## config.mk

```make
export PLATFORM = sky130hd
export DESIGN_NAME = case9_sched
export DESIGN_NICKNAME = d
export VERILOG_FILES = /design/src/rtl/case9_pkg.sv /design/src/rtl/case9_eval.sv /design/src/rtl/case9_sched.sv
export SDC_FILE = /design/constraint.sdc
export NUM_CORES = 1
export LEC_CHECK = 0
export ABC_CLOCK_PERIOD_IN_PS = 4800
export BUFFER_PORTS_ARGS = -buffer_cell sky130_fd_sc_hd__buf_2
export CORE_AREA = 2 2 67 69
export CTS_CLUSTER_DIAMETER = 40
export DETAILED_ROUTE_END_ITERATION = 8
export DIE_AREA = 0 0 69 71
export PLACE_DENSITY = 0.81
export SLEW_MARGIN = 5
export SYNTH_ARGS = -nofsm -noshare
export SYNTH_HDL_FRONTEND = slang
export SYNTH_SLANG_ARGS = --single-unit
export TNS_END_PERCENT = 1
```

## constraint.sdc

```tcl
create_clock -name clk -period 4.8 [get_ports clk]
set_input_delay 1.2 -clock clk [delete_from_list [all_inputs] [get_ports clk]]
set_output_delay 1.2 -clock clk [all_outputs]
set_load 0.05 [all_outputs]
```

## src/rtl/case9_pkg.sv

```systemverilog
// Shared types and constants for the case9 round-robin scheduler.
// Operand field order is {a,b,c,d,e,f,g,h,i,j}, with a at the MSB.
package case9_pkg;

    localparam int OP_W  = 10;
    localparam int RES_W = 5;

    localparam int IDX_A = 9;
    localparam int IDX_B = 8;
    localparam int IDX_C = 7;
    localparam int IDX_D = 6;
    localparam int IDX_E = 5;
    localparam int IDX_F = 4;
    localparam int IDX_G = 3;
    localparam int IDX_H = 2;
    localparam int IDX_I = 1;
    localparam int IDX_J = 0;

    typedef enum logic [1:0] {
        IDLE = 2'd0,
        EVAL = 2'd1,
        RESP = 2'd2
    } state_t;

endpackage

```

## src/rtl/case9_eval.sv

```systemverilog
// Combinational case9 evaluator: 10-bit operand in, 5-bit result {y5,y4,y3,y2,y1} out.
// Purely combinational; no state and no flow control.
module case9_eval
    import case9_pkg::*;
(
    input  logic [OP_W-1:0]  op,
    output logic [RES_W-1:0] y
);

    logic a, b, c, d, e, f, g, h, i, j;
    logic q, s, p, t;
    logic y1, y2, y3, y4, y5;

    assign a = op[IDX_A];
    assign b = op[IDX_B];
    assign c = op[IDX_C];
    assign d = op[IDX_D];
    assign e = op[IDX_E];
    assign f = op[IDX_F];
    assign g = op[IDX_G];
    assign h = op[IDX_H];
    assign i = op[IDX_I];
    assign j = op[IDX_J];

    assign q  = (a & b) | (~c & ~d);
    assign s  = g & h & (e ^ f);
    assign p  = i | j;
    assign t  = ~p | s;

    assign y1 = s & q;
    assign y2 = (p ~^ q) | s;
    assign y5 = y2;
    assign y3 = t ~^ ~q;
    assign y4 = t & (p | ~q);

    assign y = {y5, y4, y3, y2, y1};

endmodule

```

## src/rtl/case9_sched.sv

```systemverilog
// Round-robin scheduler sharing one case9 evaluator among NREQ requesters.
// Grant in IDLE, evaluate in EVAL, hold the result in RESP until the consumer accepts it.
module case9_sched
    import case9_pkg::*;
#(
    parameter int NREQ  = 4,
    parameter int ID_W  = $clog2(NREQ),
    parameter int CNT_W = 16
) (
    input  logic                 clk,
    input  logic                 rst_n,
    input  logic [NREQ-1:0]      req_valid,
    input  logic [NREQ*OP_W-1:0] req_vec,
    output logic [NREQ-1:0]      req_ready,
    output logic                 rsp_valid,
    input  logic                 rsp_ready,
    output logic [ID_W-1:0]      rsp_id,
    output logic [RES_W-1:0]     rsp_y,
    output logic                 busy,
    output logic [CNT_W-1:0]     eval_cnt
);

    state_t             state_q, state_d;
    logic [ID_W-1:0]    rr_ptr_q, rr_ptr_d;
    logic [OP_W-1:0]    op_q, op_d;
    logic [ID_W-1:0]    grant_id_q, grant_id_d;
    logic               rsp_valid_q, rsp_valid_d;
    logic [ID_W-1:0]    rsp_id_q, rsp_id_d;
    logic [RES_W-1:0]   rsp_y_q, rsp_y_d;
    logic [CNT_W-1:0]   eval_cnt_q, eval_cnt_d;

    logic               grant_found;
    logic [ID_W-1:0]    grant_idx;
    logic [ID_W-1:0]    cand;
    logic [RES_W-1:0]   eval_y;

    case9_eval u_eval (
        .op (op_q),
        .y  (eval_y)
    );

    // First valid requester at or after rr_ptr, wrapping modulo NREQ.
    always_comb begin
        grant_found = 1'b0;
        grant_idx   = '0;
        cand        = '0;
        for (int k = 0; k < NREQ; k++) begin
            cand = ID_W'((int'(rr_ptr_q) + k) % NREQ);
            if (!grant_found && req_valid[cand]) begin
                grant_found = 1'b1;
                grant_idx   = cand;
            end
        end
    end

    always_ff @(posedge clk or negedge rst_n) begin
        if (!rst_n) begin
            state_q <= IDLE;
        end else begin
            state_q <= state_d;
        end
    end

    always_comb begin
        state_d = state_q;
        unique case (state_q)
            IDLE:    if (grant_found) state_d = EVAL;
            EVAL:    state_d = RESP;
            RESP:    if (rsp_ready) state_d = IDLE;
            default: state_d = IDLE;
        endcase
    end

    // Grant is gated by rst_n so no requester sees an accept while reset is held.
    always_comb begin
        req_ready = '0;
        if (rst_n && state_q == IDLE && grant_found) begin
            req_ready[grant_idx] = 1'b1;
        end
        busy = (state_q != IDLE);
    end

    always_comb begin
        rr_ptr_d    = rr_ptr_q;
        op_d        = op_q;
        grant_id_d  = grant_id_q;
        rsp_valid_d = rsp_valid_q;
        rsp_id_d    = rsp_id_q;
        rsp_y_d     = rsp_y_q;
        eval_cnt_d  = eval_cnt_q;
        unique case (state_q)
            IDLE: begin
                if (grant_found) begin
                    op_d       = req_vec[int'(grant_idx)*OP_W +: OP_W];
                    grant_id_d = grant_idx;
                    rr_ptr_d   = (grant_idx == ID_W'(NREQ - 1)) ? '0
                                                                : grant_idx + ID_W'(1);
                end
            end
            EVAL: begin
                rsp_y_d     = eval_y;
                rsp_id_d    = grant_id_q;
                rsp_valid_d = 1'b1;
            end
            RESP: begin
                if (rsp_ready) begin
                    rsp_valid_d = 1'b0;
                    eval_cnt_d  = eval_cnt_q + CNT_W'(1);
                end
            end
            default: begin
                rsp_valid_d = 1'b0;
            end
        endcase
    end

    always_ff @(posedge clk or negedge rst_n) begin
        if (!rst_n) begin
            rr_ptr_q    <= '0;
            op_q        <= '0;
            grant_id_q  <= '0;
            rsp_valid_q <= 1'b0;
            rsp_id_q    <= '0;
            rsp_y_q     <= '0;
            eval_cnt_q  <= '0;
        end else begin
            rr_ptr_q    <= rr_ptr_d;
            op_q        <= op_d;
            grant_id_q  <= grant_id_d;
            rsp_valid_q <= rsp_valid_d;
            rsp_id_q    <= rsp_id_d;
            rsp_y_q     <= rsp_y_d;
            eval_cnt_q  <= eval_cnt_d;
        end
    end

    assign rsp_valid = rsp_valid_q;
    assign rsp_id    = rsp_id_q;
    assign rsp_y     = rsp_y_q;
    assign eval_cnt  = eval_cnt_q;

endmodule
```

After elaboration in Yosys (flattened, before gate mapping)
Index checks and enable logic that the tools add are counted.

Add/sub/neg operators: 5. $mul: 1. Magnitude comparators: 6. Equal/unequal tests: 5. Shift-type cells: 1. Muxes and demuxes: 25. Bitwise logic cells: 19. Reductions and logical operators: 15.

Operators with widths (number): indexed part select 40 x 7 -> 10 bit (1); adder 16 x 1 -> 16 bit, second input constant (1); less-than comparator 2 x 3 -> 1 bit, second input constant (5); two-way mux 2 bit (7); two-way mux 1 bit (10); binary-select mux 1 bit (select 2 bit) (4); AND reduction 2 bit (4); bitwise AND 1 bit (6); logical AND 1 bit (6); case mux 2 bit (3 select lines) (1); multiplier 2 x 3 -> 5 bit, second input constant (1); NOT 1 bit (5); bitwise OR 1 bit (5); adder 2 x 1 -> 2 bit, second input constant (2); adder 2 bit, second input constant (2); equality test 2 bit, second input constant (2); two-way mux 4 bit (1); != test 2 bit, second input constant (2); logical NOT 1 bit (3); case mux 1 bit (3 select lines) (1); demux 1 bit (select 2 bit) (1); equality test 2 x 1 -> 1 bit, second input constant (1); >= comparator 2 x 1 -> 1 bit, second input constant (1); logical NOT 2 bit (1); 3 further kinds (4).

Register bits after elaboration: 40. Bits of input ports: 47. Output and inout bits: 29. Word-level logic and storage cells: 85.

Depth between registers and ports, before layout
Gate-level depths: netlist (run 1).

Depth after elaboration: 17. Mapped depth: 8. Depth with buffers taken out: 7.

Modules after synthesis
Synthesis (run 1) repeated with hierarchy kept, for this count alone.

Cell total of the unflattened synthesis: 201. Area, all modules: 2188.3 um2.

By module, submodules not included: case9_sched (instances 1, cells an instance 185, area an instance 2078.2 um2, sequential area each 1001.0 um2); case9_eval (instances 1, cells an instance 16, area an instance 110.1 um2, sequential area each 0.0 um2).

Worst setup path after synthesis (run 1)
OpenSTA, ideal clock, no wires.

Kind: input port to output port. Start point: input req_valid[0]. End point: output req_ready[2]. Arrival: 2493 ps. Data required time: 3600 ps. Path slack: 1107 ps. Stages on the path: 7. Cell sequence: nor4_1 or2_1 buf_6 inv_6 buf_6 nand3_1 nor2_1.

Word-level cells in the longest chain between the ends: 17. Elaborated cells on any way between the ends: 29.

RTL lines: start: declaration (line case9_sched.sv:12) `input logic [NREQ-1:0] req_valid,`; binary-select mux 1 bit (select 2 bit) (line case9_sched.sv:49) `if (!grant_found && req_valid[cand]) begin`; two-way mux 1 bit (not written as such) (line case9_sched.sv:49); two-way mux 1 bit (line case9_sched.sv:49); logical NOT 1 bit (line case9_sched.sv:49); logical AND 1 bit (line case9_sched.sv:49); two-way mux 1 bit (line case9_sched.sv:49); logical NOT 1 bit (line case9_sched.sv:49); logical AND 1 bit (line case9_sched.sv:49); two-way mux 1 bit (line case9_sched.sv:49); logical NOT 1 bit (line case9_sched.sv:49); logical AND 1 bit (line case9_sched.sv:49); two-way mux 2 bit (line case9_sched.sv:49); less-than comparator 2 x 3 -> 1 bit (not written as such) / >= comparator 2 x 1 -> 1 bit (equally long branches) (line case9_sched.sv:78) `req_ready[grant_idx] = 1'b1;`; logical AND 1 bit (not written as such) (line case9_sched.sv:78); two-way mux 1 bit (not written as such) (line case9_sched.sv:78); demux 1 bit (select 2 bit) (line case9_sched.sv:78); two-way mux 4 bit * (line case9_sched.sv:77) `if (rst_n && state_q == IDLE && grant_found) begin`; end: declaration (line case9_sched.sv:14) `output logic [NREQ-1:0] req_ready,`.

Every way passes the cells marked *; elsewhere a longest branch is shown, timed or not. The select of a mux whose other input is x is not followed.

Final worst setup path (run 1)
Start point: input req_valid[1]. End point: output req_ready[3].

The elaborated chain is that of the path after synthesis.

==> results of run 1 <==
final timing paths:
check                           depth (start not counted)  slack, ps    startpoint            to
worst min register to register                          1        470  eval_cnt[15]  eval_cnt[15]
min in group asynchronous                               1        850         rst_n   eval_cnt[4]
worst max-delay path                                    9        900  req_valid[1]  req_ready[3]
worst min-delay path                                    1        470  eval_cnt[15]  eval_cnt[15]
worst max register to register                          7       3060   rr_ptr_q[0]   rr_ptr_q[0]
max in group asynchronous                               2       3300         rst_n       op_q[1]
placed cells by master, fill, tap and decap left out, drive strengths merged:
cell    count
a21o        2
a21oi       8
a221oi     10
a311oi      1
and2b       1
and3        6
and4        2
and4b       1
buf        79
clkbuf      7
clkinv      1
dfrtp      39
ha          2
inv         4
mux2        4
mux2i      10
nand2      19
nand2b      3
nand3       7
nand3b      1
nand4       3
nand4b      1
nor2       21
nor2b       1
nor3        1
nor4        1
o211a       1
o21a        1
o21ai       6
o22ai      10
o31ai       3
or2         2
xnor2      13
xor2        5
area by class of cell:
class	instances	area [sq um]
Tap cell	52	65.1
Clock buffer	7	76.3
Clock inverter	1	5.00
Inverter	4	20.0
Sequential cell	39	976
Multi-Input combinational cell	146	1020
Fill cell	371	1640
Timing Repair Buffer	79	405
power breakdown:
| part | leakage (nW) | switching [mW] | internal [mW] |
|---|---|---|---|
| clock network | 0.0422 | 0.108 | 0.102 |
| registers | 0.485 | 0.0913 | 0.447 |
| logic | 0.790 | 0.539 | 0.300 |
metal layers:
metal | vias up | track usage | part of all wire
li1 | 871 | - | -
met1 | 798 | 0.246 | 0.45
met2 | 80 | 0.310 | 0.45
met3 | 11 | 0.0399 | 0.072
met4 | 0 | 0.0893 | 0.023
met5 | - | 0 | 0
flip-flops by register name (all words and copies together) (netlist names):
name	flops
eval_cnt	16
grant_id_q	2
op_q	10
rr_ptr_q	2
rsp_id	2
rsp_valid	1
rsp_y	4
state_q	2
per-stage QoR:
stage	setup slack (ps)	area, sq um	power (mW)	util
after CTS	915	2570	1.60	0.611
after global placement	963	2490	1.37	0.591
after floorplan	1110	2090	1.23	-
final	904	2570	1.59	0.611
after global routing	770	2570	1.71	0.611
after detailed placement	918	2490	1.39	0.591
cells by family (layout without fill, tap and decap cells):
group / after synthesis / in the layout / synth area share
mux: 14 / 14 / 0.0695
buf+inv: 13 / 91 / 0.0449
compound gates: 42 / 42 / 0.161
flops: 39 / 39 / 0.467
simple gates: 70 / 70 / 0.170
xor+xnor: 18 / 18 / 0.0754
fa+ha+maj: 2 / 2 / 0.0120
worst register-to-register path: cells and delay by family, from the launching register on:
family / cells / cell delay (ps)
buf+inv: 2 / 290
compound gates: 2 / 330
flops: 1 / 460
simple gates: 2 / 380
fa+ha+maj: 1 / 190
==> out/summary.txt, run 1 <==
Synth cell types = 43
Critical Path, Cell by Cell = buf_2 -> nor4_1 -> a21oi_1 -> nand3_1 -> buf_4 -> inv_1 -> ha_1 -> and3_1 -> buf_2
CP Data Arrival Time = 2700 ps
Critical path's top delay family = buffers and inverters
Inserted Diodes = 0
Worst path max stage delay = 350 ps
Register area share after synthesis = 0.467
Clk_lat worst skew = 290 ps
Post-synth EDFFs = 0
CP Data Required Time = 3600 ps
Main synth FF type = dfrtp_1
ANT nets after route = 0
Worst slew pin tran = 443 ps
CP Max Fanout = 11
Hold Buf Count CTS = 0
Antenna violations before repair = 0
Top-count cell post-synth = dfrtp_1
Post-route insts no fill = 328
GP Congestion = 0.767
Avg WL per Cell = 13.1 um
Core box area = 4200 sq um
Vias in the first global route = 1725
Total gr overflow = 0
First DRT Iteration DRCs = 61
Status = finished, final reports clean
Syn Std Cell Area = 2090 sq um
Overall global routing resource usage = 0.191
WHS = 470 ps
Syn_nets = 247
Clk sinks = 39
Fin. max-slew vios = 0
Most instantiated cells after synthesis = 39 x dfrtp_1, 21 x nor2_1, 18 x nand2_1
Final setup TNS = 0 ps
Setup Skew = 0.856 ps
Syn-to-layout area delta = 22.9%
Total Wirelength = 4.30 mm
Rows = 24
Reg clk slew, reported paths = 70 ps
Largest net degree at the start of global routing = 25
Final setup viols = 0
Initial Util = 0.497
Max clock buf depth = 2
DP HPWL = 3.27 mm
DRT Pass-1 Iters = 4
Chip Height = 71 um
CP most frequent cell = buf_2
Die area = 4900 sq um
First-pass GRT wire length = 7.53 mm
Worst vdd ir = 0.314 mV
Clock root buffer = clkbuf_8
Hold Crit Class = reg -> reg
RSZ-0062 raised after global routing = no
Kind of critical path = in -> out
Vias = 1760
Top-area cell type share of the netlist area = 0.467
Dpl cells = 320
Crit end category = primary output
DRC viols = 0
CTS tree = yes
Vias per inst = 5.37
Syn. warnings = 0
Buffers and inverters on the worst path = 4
Setup bufs post-CTS = 0
Slowest library cell on the worst path = nor4_1
PD cells = 618 nW/um^2
Final worst-path cycle share = 0.812
Post-layout min period = 3900 ps
IO Count = 76
Num CTS Buffers = 5
CTS H-tree lvls = 2
Nets@finish = 324
Synth Instances = 198
MaxCap Viol Count = 0
Area contributors post-synth = dfrtp_1 47%, xnor2_1 5.4%, mux2i_1 4.8%
Die W = 69 um
IO buf count = 75
Post-Syn Area per Cell = 10.6 sq um
Largest area contributor in the netlist = dfrtp_1
Fmax = 257 MHz
# resized after CTS = 0
Pleak = 1.32 nW
Startpoint types = input port
Layout cells sized above 1 = 0.370
Final hold vios = 0
Ys async rst share = 1.00
Slew HR = 0.705
#FFs+latches synth = 39
Power figures use the tool's default switching activity.
==> inputs of run 2 (changes only) <==
- ABC_AREA: default -> 1
- ABC_CLOCK_PERIOD_IN_PS: 4800 -> 3260
- CORE_AREA: 2 2 67 69 -> 2 2 76 78
- DIE_AREA: 0 0 69 71 -> 0 0 78 80
- PLACE_DENSITY: 0.81 -> 0.74
- clock period: 4.8 -> 3.26 ns (I/O delays scaled with it)
==> run 2 against run 1 <==
  * Worst hold slack improved by 16 ps
  * Global-route usage decreased by 2.3 points
  * Largest power group unchanged
  * Cell count increased by 42%
  * Total power increased by 96%
  * Critical path type unchanged
==> out/summary.txt, run 2 <==
Status = finished, final reports clean
Most common cell after layout, fill and taps aside = nand2_1
MaxCap Viol Count = 0
Initial Util = 0.442
Synth Instances = 318
Fin. max-slew vios = 0
Worst r2r src = rr_ptr_q[0]
Rows = 27
WHS = 486 ps
Ys async rst share = 1.00
First-pass GRT wire length = 8.68 mm
Worst slew pin tran = 482 ps
Register area share after synthesis = 0.408
Post-Syn Area per Cell = 7.52 sq um
Post-synth EDFFs = 0
First DRT Iteration DRCs = 99
Kind of critical path = in -> out
Slowest library cell on the worst path = ha_1
DRC viols = 0
Top-count cell post-synth = nand2_1
Hold Startpoint = eval_cnt[14]
CP Data Arrival Time = 2280 ps
Setup Skew = 5.51 ps
Area contributors post-synth = dfrtp_1 41%, nand2_1 15%, nand3_1 9.0%
Die area = 6240 sq um
Startpoint types = input port
CTS tree = yes
Num CTS Buffers = 5
IO buf count = 75
Clk_lat worst skew = 280 ps
CP Max Fanout = 3
Finished layout cell area = 2930 sq um
Total Wirelength = 4.99 mm
Chip Height = 80 um
Worst vdd ir = 0.525 mV
Post-layout power = 3.11 mW
Most instantiated cells after synthesis = 95 x nand2_1, 43 x nand3_1, 39 x dfrtp_1
Critical Path, Cell by Cell = buf_2 -> inv_1 -> nand2_1 -> nand3_1 -> nand2_1 -> nor2_4 -> nand2_1 -> nor2_1 -> nor2_2 -> inv_1 -> ha_1 -> inv_1 -> nor2_2 -> buf_6
Largest net degree at the start of global routing = 40
Antenna violations before repair = 0
Die W = 78 um
CTS H-tree lvls = 2
Buffers and inverters on the worst path = 5
DRT Pass-1 Iters = 4
Most frequent cells in the layout = 95 x nand2_1, 74 x buf_2, 43 x nand3_1
Slew HR = 0.679
Dpl cells = 459
Top-area cell type share of the netlist area = 0.408
Nets@finish = 443
Multi-input logic area = 1170 sq um
Final hold vios = 0
DP HPWL = 3.85 mm
Final design utilization = 0.543
Syn Std Cell Area = 2390 sq um
PD cells = 1060 nW/um^2
Syn. warnings = 0
Critical path's top delay family = simple AND/OR/NAND/NOR gates
Vias per inst = 4.83
Vias = 2254
Hold Crit Class = reg -> reg
Fmax = 323 MHz
Post-route insts no fill = 467
Vias in the first global route = 2057
Main synth FF type = dfrtp_1
Crit end category = primary output
Core box area = 5410 sq um
Setup bufs post-CTS = 0
# resized after CTS = 0
Hold Buf Count CTS = 0
Smallest setup slack after layout = 162 ps
GP Congestion = 0.920
Crit. Startpoint = req_valid[3]
Largest area contributor in the netlist = dfrtp_1
Pleak = 1.66 nW
Placed inst area = 2820 sq um
Clock root buffer = clkbuf_8
Worst path max stage delay = 190 ps
Clk sinks = 39
Post-layout min period = 3100 ps
ANT nets after route = 0
IO Count = 76
Syn_nets = 367
Avg WL per Cell = 10.7 um
Area occupied by registers = 977 sq um
CP Data Required Time = 2440 ps
Max clock buf depth = 2
Final setup TNS = 0 ps
Syn-to-layout area delta = 22.8%
Fill cells = 535
Layout cells sized above 1 = 0.276
Reg clk slew, reported paths = 70 ps
Overall global routing resource usage = 0.168
Final worst-path cycle share = 0.950
Pre-CTS WS = 79.7 ps
Final setup viols = 0
#FFs+latches synth = 39
Number of flip-flops in the largest register = 16
Synth cell types = 31
Total gr overflow = 0
Inserted Diodes = 0
[run 2: path summary, 6_finish.rpt]
kind,end,depth (start not counted),slack (ps)
setup reg to reg,op_q[5],12,1150
min in group asynchronous,eval_cnt[2],2,620
setup / recovery,req_ready[3],14,160
hold reg to reg,eval_cnt[14],1,490
hold / removal,eval_cnt[14],1,490
max in group asynchronous,rr_ptr_q[0],2,2280
[run 2: power by group]
part / switching, mW / total [mW] / internal (mW) / leakage (nW)
registers: 0.143 / 0.804 / 0.661 / 0.495
logic: 1.35 / 1.97 / 0.617 / 1.12
clock network: 0.150 / 0.342 / 0.193 / 0.0515
[run 2: cells by family (layout without fill, tap and decap cells)]
group / count (synthesis) / in the layout / synth area share
AOI/OAI and AO/OA: 13 / 13 / 0.0330
xor gates and xnor gates: 16 / 16 / 0.0586
adders and majority gates: 2 / 2 / 0.0105
buffers and inverters: 55 / 132 / 0.107
DFF: 39 / 39 / 0.408
muxes: 1 / 1 / 0.00471
and+or+nand+nor: 192 / 192 / 0.378
[run 2: worst register-to-register path: stages (launching register included)]
cell	delay [ps]
dfrtp_2	500
inv_6	120
nand2_1	70
nand3_1	90
nand2_1	110
nor2_4	140
nand2_1	50
nor2_1	110
nor2_2	60
buf_4	180
nor2_2	360
nand3_1	160
nand3_1	110
[run 2: layer usage]
layer  GRT usage  share of wire  wire length [um]
met3      0.0305          0.062               307
met4      0.0491         0.0054                27
met5           0              0                 0
met2       0.279           0.45              2250
met1       0.224           0.48              2410
[run 2: cell type report]
class                           count  area share
Timing Repair Buffer               83       0.151
Sequential cell                    39       0.333
Tap cell                           72      0.0307
Multi-Input combinational cell    224       0.397
Clock buffer                        8      0.0341
Inverter                           41      0.0542
==> inputs of run 3 (changes only) <==
- PLACE_DENSITY: 0.74 -> 0.76
- SYNTH_HIERARCHICAL: default -> 1
==> run 3 against run 2 <==
  * Maximum frequency fell by 0.35%
  * Sequential share of layout area fell by 0.15 points
  * Combinational power barely moved
  * Clock-buffer cell count fell by 1
  * Sequential power rose by 4.2%
  * Synthesized area rose by 4.3%
==> out/summary.txt, run 3 <==
Most instantiated cells after synthesis = 136 x nand2_1, 40 x dfrtp_1, 22 x inv_1
Critical path's top delay family = simple AND/OR/NAND/NOR gates
RSZ-0062 raised after global routing = no
Synth Instances = 328
Total Wirelength = 5.30 mm
Slew HR = 0.679
Clock root buffer = clkbuf_8
Rows = 27
Avg WL per Cell = 11.1 um
MaxCap Viol Count = 0
Vias in the first global route = 2119
First DRT Iteration DRCs = 64
Nets@finish = 452
Syn_nets = 377
Clk_lat worst skew = 290 ps
Dpl cells = 468
CTS tree = yes
Hold path depth = 1
Inserted Diodes = 0
Kind of critical path = reg -> out
Post-synth EDFFs = 0
Final setup TNS = 0 ps
ANT nets after route = 0
Reg-to-Reg End = op_q[9]
Initial Util = 0.461
CP Max Fanout = 14
CP most frequent cell = nand2_2
GP Congestion = 0.868
Layout cells sized above 1 = 0.322
CP Data Arrival Time = 2290 ps
Final setup viols = 0
DRT Pass-1 Iters = 4
DP HPWL = 4.12 mm
IO Count = 76
Most common cell after layout, fill and taps aside = nand2_1
Syn. warnings = 6
Post-layout power = 3.27 mW
Core box area = 5410 sq um
Syn-to-layout area delta = 21.3%
Die area = 6240 sq um
Syn Std Cell Area = 2490 sq um
CTS H-tree lvls = 2
Top-count cell post-synth = nand2_1
Fin. max-slew vios = 0
Worst path max stage delay = 520 ps
Area contributors post-synth = dfrtp_1 40%, nand2_1 20%, nand3_1 4.0%
Max clock buf depth = 2
Slowest library cell on the worst path = dfrtp_2
Final hold vios = 0
Pleak = 1.68 nW
Overall global routing resource usage = 0.176
Number of flip-flops in the largest register = 16
CP Data Required Time = 2440 ps
Synth cell types = 32
Final design utilization = 0.559
Crit end category = primary output
Die W = 78 um
Num CTS Buffers = 5
Worst vdd ir = 0.438 mV
Hold Buf Count CTS = 0
Buffers and inverters on the worst path = 3
Antenna violations before repair = 0
Vias = 2292
Largest net degree at the start of global routing = 41
Post-route insts no fill = 476
Multi-input logic area = 1290 sq um
DRC viols = 0
IO buf count = 75
#FFs+latches synth = 40
Hold Startpoint = eval_cnt[15]
Vias per inst = 4.82
Status = finished, final reports clean
PD cells = 1080 nW/um^2
WHS = 473 ps
Worst r2r path cells = 14
Reg2reg setup slack = 1220 ps
Setup Skew = 3.07 ps
Hold Crit Class = reg -> reg
Post-Syn Area per Cell = 7.60 sq um
Worst slew pin tran = 481 ps
Ys async rst share = 1.00
Worst r2r src = rr_ptr_q[0]
Most frequent cells in the layout = 136 x nand2_1, 75 x buf_2, 39 x dfrtp_1
Total gr overflow = 0
Clk sinks = 40
Main synth FF type = dfrtp_1
Reg clk slew, reported paths = 70 ps
First-pass GRT wire length = 8.76 mm
Final worst-path cycle share = 0.954
Post-layout min period = 3110 ps
Startpoint types = register
Fmax = 322 MHz
Critical Path, Cell by Cell = inv_2 -> nand2_1 -> nand2_2 -> nand2_2 -> nand2_4 -> nand2_1 -> nand2_2 -> nand2_2 -> nand2_2 -> ha_1 -> inv_1 -> nor2_1 -> buf_2
Area occupied by registers = 1000 sq um
Top-area cell type share of the netlist area = 0.402
Chip Height = 80 um
Register area share after synthesis = 0.402
Critical Path Stages = 13
Hold Path End = eval_cnt[15]
Fill cells = 533
Largest area contributor in the netlist = dfrtp_1
[run 3: cell count changes in the layout (fill, tap and decap cells not counted), moves of 2 or more]
cell     previous run  this run
nand2_1            95       136
nand4_1            23        10
mux2_2              1         7
o21ai_2             0         4
nor2_1             15        19
nor3_2              3         1
nand2_2             2        13
inv_1              37        22
nand3_1            43        20
nand2_4             0         2
xor2_1              8         6
buf_4               8         5
[run 3: timing repair]
action | CTS | global route
resized for setup | 1 | 1
buffers inserted | 0 | 0
gates cloned | 0 | 0
setup endpoints to repair | 2 | 1
[run 3: worst max path at each step]
stage,to,slack [ps],from
6_report,req_ready[3],150,rr_ptr_q[0]
5_1_grt,req_ready[3],0.3,rr_ptr_q[0]
4_1_cts,req_ready[3],100,req_valid[0]
3_5_place_dp,req_ready[3],130,req_valid[0]
3_3_place_gp,req_ready[3],190,req_valid[0]
2_1_floorplan,req_ready[1],-280,req_valid[0]
[run 3: area by class of cell]
cell class	count	area share
multi-input cells	249	0.426
repair buffers	80	0.137
clock buffers	7	0.0319
well taps	72	0.0298
inverters	27	0.0344
flip-flops and latches	40	0.332
clock inverters	1	0.00993
[run 3: where the power goes]
| part | internal (mW) | total (mW) | switching, mW |
|---|---|---|---|
| registers | 0.681 | 0.838 | 0.157 |
| clock network | 0.270 | 0.438 | 0.168 |
| logic | 0.644 | 1.99 | 1.35 |
| total | 1.59 | 3.27 | 1.67 |
[run 3: metal layers]
layer | GRT usage | wire, um | vias up | part of all wire
met3 | 0.0396 | 380 | 0 | 0.072
met4 | 0.0632 | 0 | 0 | 0
met2 | 0.308 | 2520 | 80 | 0.48
met5 | 0 | 0 | - | 0
met1 | 0.212 | 2400 | 1039 | 0.45
li1 | - | - | 1173 | -
[run 3: kinds of logic (layout without fill, tap and decap cells)]
family / after synthesis / after routing / synth area share
AND/OR/NAND/NOR: 214 / 214 / 0.394
buffers and inverters: 39 / 115 / 0.0853
multiplexers: 7 / 7 / 0.0316
adder cells (fa/ha/maj): 2 / 2 / 0.0100
flip-flops: 40 / 40 / 0.402
XOR/XNOR: 13 / 13 / 0.0457
AO/OA/AOI/OAI: 13 / 13 / 0.0321
[run 3: metrics by stage]
step                cell area [sq um]  setup slack (ps)
floorplan                        2500              -276
finish                           3020               151
global route                     3020             0.349
CTS                              3020               101
global placement                 2890               190
detailed placement               2890               126
